**config.mk**
```make
export PLATFORM = sky130hd
export DESIGN_NAME = mpc_mux
export DESIGN_NICKNAME = d
export VERILOG_FILES = /design/src/rtl/mpc_mux.sv
export SDC_FILE = /design/constraint.sdc
export NUM_CORES = 1
export LEC_CHECK = 0
export CAP_MARGIN = 20
export CORE_MARGIN = 10
export CORE_UTILIZATION = 32
export DETAILED_ROUTE_END_ITERATION = 7
export GPL_TIMING_DRIVEN = 1
export PLACE_DENSITY = 0.74
export SYNTH_ARGS = -nofsm -noshare
export SYNTH_HDL_FRONTEND = slang
export SYNTH_SLANG_ARGS = --single-unit
```
**constraint.sdc**
```tcl
create_clock -name clk -period 1 [get_ports clk]
set_input_delay 0.25 -clock clk [delete_from_list [all_inputs] [get_ports clk]]
set_output_delay 0.25 -clock clk [all_outputs]
set_load 0.1 [all_outputs]
```
**src/rtl/mpc_mux.sv**
```systemverilog
// -----------------------------------------------------------------------------
// mpc_mux -- next-PC selector and program counter register.
//
// Selects either the sequential next PC (pcp, PC+1) or the jump/branch target
// (pcj) under control of `choice`. The selection is presented combinationally
// on `out`. A registered copy, pc_q, is the program counter that feeds
// instruction fetch.
//
// Optional feature macro: MPC_JCNT_EN
//   When defined, this block adds an 8-bit saturating counter of taken jumps,
//   presented on `jcnt`. When undefined, the jcnt port and its logic are absent.
//
// Parameters
//   WIDTH    bit width of pcp, pcj, out and pc_q
//   RST_PC   value loaded into pc_q by reset
//
// Ports
//   clk      in   1      rising-edge clock
//   rst_n    in   1      asynchronous reset, active-low
//   pcp      in   WIDTH  sequential next PC (PC+1)
//   pcj      in   WIDTH  jump/branch target PC
//   choice   in   1      1 = select pcj, 0 = select pcp
//   ld       in   1      1 = capture `out` into pc_q on the next rising clk
//   out      out  WIDTH  combinational selected next PC
//   pc_q     out  WIDTH  registered program counter
//   taken_q  out  1      1 when the last load was a jump
//   jcnt     out  8      taken-jump counter (only with MPC_JCNT_EN)
// -----------------------------------------------------------------------------
`timescale 1ns/1ps

module mpc_mux #(
  parameter int               WIDTH  = 8,
  parameter logic [WIDTH-1:0] RST_PC = {WIDTH{1'b0}}
) (
  input  logic             clk,
  input  logic             rst_n,
  input  logic [WIDTH-1:0] pcp,
  input  logic [WIDTH-1:0] pcj,
  input  logic             choice,
  input  logic             ld,
  output logic [WIDTH-1:0] out,
  output logic [WIDTH-1:0] pc_q,
  output logic             taken_q
`ifdef MPC_JCNT_EN
  ,
  output logic [7:0]       jcnt
`endif
);

  logic [WIDTH-1:0] out_s;
  logic [WIDTH-1:0] pc_r;
  logic             taken_r;

  // Next-PC mux; stays live during reset since it has no clock dependence.
  always_comb begin
    out_s = pcp;
    if (choice) begin
      out_s = pcj;
    end else begin
      out_s = pcp;
    end
  end

  assign out = out_s;

  // Program counter and jump-taken flag; reset overrides any pending load.
  always_ff @(posedge clk or negedge rst_n) begin
    if (!rst_n) begin
      pc_r    <= RST_PC;
      taken_r <= 1'b0;
    end else if (ld) begin
      pc_r    <= out_s;
      taken_r <= choice;
    end
  end

  assign pc_q    = pc_r;
  assign taken_q = taken_r;

`ifdef MPC_JCNT_EN
  logic [7:0] jcnt_r;

  // Taken-jump counter; saturates at 8'hFF rather than wrapping.
  always_ff @(posedge clk or negedge rst_n) begin
    if (!rst_n) begin
      jcnt_r <= 8'h00;
    end else if (ld && choice && (jcnt_r != 8'hFF)) begin
      jcnt_r <= jcnt_r + 8'h01;
    end
  end

  assign jcnt = jcnt_r;
`endif

endmodule

```
# [After elaboration in Yosys (flattened, before gate mapping)]
# Cells that the tools add are included.
[word_totals] ff_bits=9 input_bits=20 out_inout_bits=17
[classes] muxes=1
[op_table] cell="8-bit 2-to-1 mux" n=1

# [Longest topological paths before layout]
# Gate-level depths: netlist (run 1).
[depth] depth_word=1 mapped_depth=3 depth_no_buf=2

# [Least setup slack after synthesis (run 1)]
# Ideal clock, no wire load.
[synth_timing] path_kind="flip-flop to flip-flop" start="register pc_q[0] (netlist name)" end="register pc_r[0], in the netlist pc_q[0]" setup_ns=0.126 t_arrival_ns=1.132 required_time_ns=0.874 setup_slack_ns=-0.258 path_stages_with_launch=2 period_less_slack_ns=1.258 path_cell_list="dfrtp_1 > mux2_4"
[synth_rtl] element="end signal, assigned" line="72" rtl="pc_r <= out_s;"
[synth_rtl] element="end, declared" line="51" rtl="logic [WIDTH-1:0] pc_r;"

# [Final worst setup path (run 1)]
[layout_timing] start="input choice" end="output out[1]"
[layout_via] elab_chain_len=1
[layout_lines] element="start, declared" line="39" rtl="input logic choice,"
[layout_lines] element="8-bit 2-to-1 mux" line="57" rtl="if (choice) begin"
[layout_lines] element="end, declared" line="41" rtl="output logic [WIDTH-1:0] out,"
# Every way passes these cells.

==> impl_metrics.yaml, run 1 <==
sta:
  finalMaxSlewViolations: 0
  fin_crit_ns: 1.21
  maxSlewHeadroom_pct: 88.4
  rsz0062_at_grt: "true"
  period_share_pct: 121
  max_freq_mhz: 827
  hold_viol_final: 0
  setup_viol: 20
  layout_setup_ws_ns: -0.209
  worst_slew_pin_slew_ns: 0.174
  clock-skew-final_ns: 0
  hold_ws_ns: 0.282
power_and_ir_drop:
  combPwrFrac_pct: 60.0
  p_leak_uw: 0.000579
  p_switching_uw: 821
  ir_drop_mv: 0.884
  p_sw_share_pct: 44.0
  power_frac_seq_pct: 25.1
  intPower_uw: 1050
  total_power_uw: 1870
  clock_power_share_pct: 14.9
  power.density_nw_per_um2: 1590
die:
  fp.dieH_um: 59.3
  initial_core_util_pct: 33.1
  rows: 14
  core_area_sq_um: 1490
  ios: 37
  chipWidth_um: 59.3
  die_area_sq_um: 3510
place:
  portBuffers: 36
  dp_hpwl_um: 1340
  pre_cts_ws_ns: -0.636
  gp_congestion: 0.701
detailed_routing:
  antenna_left: 0
  drtIter0Drc: 4
  num_vias: 414
  drc_errors: 0
  viasPerCell: 4.31
  finalWirelength_um: 1560
  wl_per_cell_um: 16.3
  dr.pass1.iters: 2
grt:
  grt_max_degree: 10
  grt_overflow: 0
  grt_pass1_vias: 485
  grt_pass1_wl_um: 2620
  grt_antenna_before_repair: 0
  grt.total_usage_pct: 9.58
synthesis:
  yosys-top-cells-count: "16 x mux2_4, 9 x dfrtp_1, 1 x buf_2, 1 x buf_6, 1 x mux2_2"
  synth.avg_cell_area_sq_um: 17.6
  syn_nets: 48
  synthArstFlopShare_pct: 100
  synth_cell_types: 5
  synth-edff-count: 0
  yosysTopAreaCell: "mux2_4"
  synth_top_area_share_pct: 48.7
  syn-instance-count: 28
  yosys-top-cells-area: "mux2_4 49%, dfrtp_1 46%, buf_6 2.3%"
  syn_area_sq_um: 493
  yosysMostFrequentCell: "mux2_4"
  synth.yosys.seq_area_share_pct: 45.7
  ys.flop_type: "dfrtp_1"
  yosys_warnings: 0
  synth_seq_cells: 9
cts:
  cts.sink_count: 9
  clk_pin_slew_ns: 0.06
  cts_buffers: 3
  hold_buffers: 0
  cts_root_buf: "clkbuf_4"
  clk_latency_ns: 0.25
  cts_tree: "yes"
  ctsHtreeMaxLevel: 1
  cts_buffer_depth: 2
setup_path:
  critPathKind: "in -> out"
  end_kind: "primary output"
  rr_worst_depth: 2
  arrival_ns: 0.96
  crit_required_ns: 0.75
  critPathMaxFanout: 4
  cp-start-kind: "input port"
layout:
  finish.net_count: 101
  diodes: 0
  final_util_pct: 78.7
  multiInputGateArea_sq_um: 251
  final-seq-area_sq_um: 239
  syn2layout_area_growth_pct: 138
  drive_gt1_share_pct: 76.3
  fillers: 93
run:
  maxCapViolations: 0
status:
  violations: "setup timing"
  status: "finished with violations"
min_path:
  hold_path.class: "in -> async"
[what timing repair did]
| action | in CTS | in global routing |
|---|---|---|
| endpoints found under the setup margin | 25 | 19 |
| resized for setup | 25 | 2 |
| setup buffers | 4 | 4 |
| endpoints found under the hold margin | 0 | 0 |
[kinds of logic after synthesis]
group	count (synthesis)	share of synthesized area (%)
buffers and inverters	2	3.30
flip-flops	9	45.7
multiplexers	17	51.0
[power by group through the flow]
stage	logic (uW)	clock network [uW]	registers, uW
2_1_floorplan	335	0	781
3_3_place_gp	1080	0	476
3_5_place_dp	1090	0	477
4_1_cts	1100	289	469
5_1_grt	1160	300	476
6_report	1120	277	469
[worst max-delay path, stage by stage]
cell,delay [ns]
buf_6,0.10
buf_6,0.12
mux2_4,0.32
buf_12,0.17
[layer usage]
layer	wire length [um]	up-vias	share of wire [%]	track usage, %
met5	0	-	0	0
met4	0	0	0	0.984
met2	820	20	53	15.9
li1	-	204	-	-
met3	145	0	9.3	5.36
met1	595	190	38	10.7
[sequential cells by signal (all words and copies together), names as in the netlist]
name and cells:
pc_q 8, taken_q 1
[final cells by class]
type                            instances  area share [%]
Timing Repair Buffer                   50            54.2
Multi-Input combinational cell         17            21.5
Sequential cell                         9            20.4
Clock buffer                            4            2.24
Tap cell                               16            1.71
[layout by cell type, fill, tap and decap left out]
master / count
dlygate4sd2_1: 17
dfrtp_2: 8
buf_12: 17
clkbuf_4: 3
buf_6: 6
dfrtp_4: 1
mux2_2: 1
buf_4: 9
clkbuf_1: 1
mux2_4: 16
clkdlybuf4s50_1: 1
[per-stage QoR]
step,cells,TNS (ns),cell area [sq um]
floorplan,28,-2.27,515
global placement,84,-9.90,1090
detailed placement,84,-10.08,1090
CTS,92,-2.74,1130
global route,96,-2.99,1170
finish,96,-2.65,1170
[final timing paths]
| check | start | to | slack (ns) |
|---|---|---|---|
| max in group asynchronous | rst_n | taken_q | 0.56 |
| worst min-delay path | rst_n | pc_q[6] | 0.28 |
| worst max register to register | pc_q[1] | pc_q[1] | 0.06 |
| worst max-delay path | choice | out[1] | -0.21 |
| min in group clk | choice | taken_q | 0.36 |
| worst min register to register | pc_q[7] | pc_q[7] | 0.56 |
No activity file was read; power rests on OpenSTA's default activity.
==> run 2: changes to the inputs <==
--- a/config.mk
+++ b/config.mk
@@ -6,11 +6,11 @@
 export NUM_CORES = 1
 export LEC_CHECK = 0
 export CAP_MARGIN = 20
-export CORE_MARGIN = 10
-export CORE_UTILIZATION = 32
+export CORE_MARGIN = 2
+export CORE_UTILIZATION = 29
 export DETAILED_ROUTE_END_ITERATION = 7
 export GPL_TIMING_DRIVEN = 1
-export PLACE_DENSITY = 0.74
+export PLACE_DENSITY = 0.7
 export SYNTH_ARGS = -nofsm -noshare
 export SYNTH_HDL_FRONTEND = slang
 export SYNTH_SLANG_ARGS = --single-unit
==> constraint.sdc (replaced) <==
create_clock -name clk -period 1.05 [get_ports clk]
set_input_delay 0.2625 -clock clk [delete_from_list [all_inputs] [get_ports clk]]
set_output_delay 0.2625 -clock clk [all_outputs]
set_load 0.1 [all_outputs]
==> run 2 against run 1 <==
  * The run still ends with setup timing left
  * Clock power is 9.0% lower
  * Critical path depth did not move
  * Power down 7.1%
  * Sequential share of layout area up 0.43 points
  * Worst hold slack improved by 0.022 ns
  * Flip-flop and latch count unchanged
  * Worst setup slack improved by 0.022 ns
  * Sequential power is 4.7% lower
  * Utilization fell by 5.0 points
  * Final cell count fell by 4.2%
==> impl_metrics.yaml, run 2 (synthesized netlist as in run 1, its figures left out) <==
sta:
  max_freq_mhz: 809
  hold_viol_final: 0
  setup_viol: 17
  fin_crit_ns: 1.24
  layout_setup_ws_ns: -0.186
  clock-skew-final_ns: 0
  worst_slew_pin_slew_ns: 0.400
  hold_ws_ns: 0.304
  maxSlewHeadroom_pct: 73.2
  finalMaxSlewViolations: 0
  tns_ns: -1.94
  rsz0062_at_grt: "true"
  period_share_pct: 118
place:
  dpl_cell_area_sq_um: 1070
  place_inst: 82
  portBuffers: 36
  pre_cts_ws_ns: -0.624
  gp_congestion: 0.624
  dp_hpwl_um: 970
detailed_routing:
  num_vias: 410
  drc_errors: 0
  finalWirelength_um: 1140
  wl_per_cell_um: 12.4
  antenna_left: 0
  viasPerCell: 4.46
  dr.pass1.iters: 1
  drtIter0Drc: 0
layout:
  largest_register_ffs: 8
  multiInputGateArea_sq_um: 251
  syn2layout_area_growth_pct: 130
  diodes: 0
  final-seq-area_sq_um: 236
  layout_common_cells: "17 x dlygate4sd2_1, 17 x buf_12, 16 x mux2_4"
  final_cell_area_sq_um: 1130
  finish.net_count: 97
  drive_gt1_share_pct: 75.0
  instances_no_fill: 92
  fillers: 124
grt:
  grt_max_degree: 10
  grt_overflow: 0
  grt_pass1_wl_um: 1830
  grt.total_usage_pct: 12.7
  grt_antenna_before_repair: 0
  grt_pass1_vias: 433
cts:
  clk_latency_ns: 0.25
  ctsHtreeMaxLevel: 1
  cts_root_buf: "clkbuf_4"
  hold_buffers: 0
  clk_pin_slew_ns: 0.06
  cts_tree: "yes"
  cts.sink_count: 9
  cts_buffer_depth: 2
  cts_buffers: 3
min_path:
  hold_path.class: "in -> async"
setup_path:
  path_buf_inv: 3
  cp.depth: 4
  end_kind: "primary output"
  critPathMaxFanout: 5
  critPathKind: "in -> out"
  cp-start-kind: "input port"
  rr_worst_depth: 2
  crit_required_ns: 0.79
  crit_chain: "buf_8, buf_6, mux2_4, buf_12"
  slowest_stage: "mux2_4"
  path_delay_family: "buffers and inverters"
  worst_path_largest_cell_delay_ns: 0.32
  arrival_ns: 0.97
power_and_ir_drop:
  intPower_uw: 975
  power.density_nw_per_um2: 1530
  p_leak_uw: 0.000559
  p_switching_uw: 758
  p_sw_share_pct: 43.7
  combPwrFrac_pct: 59.7
  power_frac_seq_pct: 25.8
  clock_power_share_pct: 14.6
  ir_drop_mv: 0.928
die:
  fp.dieH_um: 45.2
  die_area_sq_um: 2050
  core_area_sq_um: 1540
  rows: 14
  chipWidth_um: 45.2
  ios: 37
  initial_core_util_pct: 32.0
status:
  violations: "setup timing"
  status: "finished with violations"
run:
  maxCapViolations: 0
-- run 2: power by group through the flow --
stage	registers [uW]	logic, uW	clock network, uW
6_report	447	1030	252
5_1_grt	451	1060	284
4_1_cts	449	1030	268
3_5_place_dp	455	1020	0
3_3_place_gp	453	1020	0
2_1_floorplan	741	319	0
-- run 2: area by class of cell --
| cell class | count | area share, % |
|---|---|---|
| Timing Repair Buffer | 46 | 52.9 |
| Multi-Input combinational cell | 17 | 22.2 |
| Sequential cell | 9 | 20.8 |
| Clock buffer | 4 | 2.32 |
| Tap cell | 16 | 1.76 |
-- run 2: final timing paths --
check / from / end / slack [ns]
max in group asynchronous: rst_n / pc_q[5] / 0.43
hold reg to reg: pc_q[2] / pc_q[2] / 0.56
hold / removal: rst_n / pc_q[0] / 0.30
min in group clk: choice / taken_q / 0.38
setup reg to reg: pc_q[5] / pc_q[5] / 0.12
setup / recovery: choice / out[6] / -0.19
-- run 2: per-stage QoR --
| step | util [%] | power [uW] |
|---|---|---|
| floorplan | - | 1060 |
| global placement | 69.3 | 1470 |
| detailed placement | 69.3 | 1480 |
| CTS | 72.4 | 1740 |
| global route | 73.6 | 1800 |
| finish | 73.6 | 1730 |
-- run 2: worst reg2reg max path, cell delays in order (launching register included) --
cell and delay, ns:
dfrtp_2 0.42, buf_4 0.14, mux2_4 0.25
-- run 2: metal layers --
layer	GRT usage, %	wire (um)	vias up	part of all wire, %
li1	-	-	194	-
met1	14.7	422	199	37
met2	21.1	640	17	56
met3	4.40	77	0	6.7
met4	5.29	0	0	0
met5	0	0	-	0
-- run 2: repair_timing --
item,in CTS,in global routing
setup endpoints to repair,26,18
gates cloned,0,0
buffers inserted,4,2
gates resized for setup,25,1
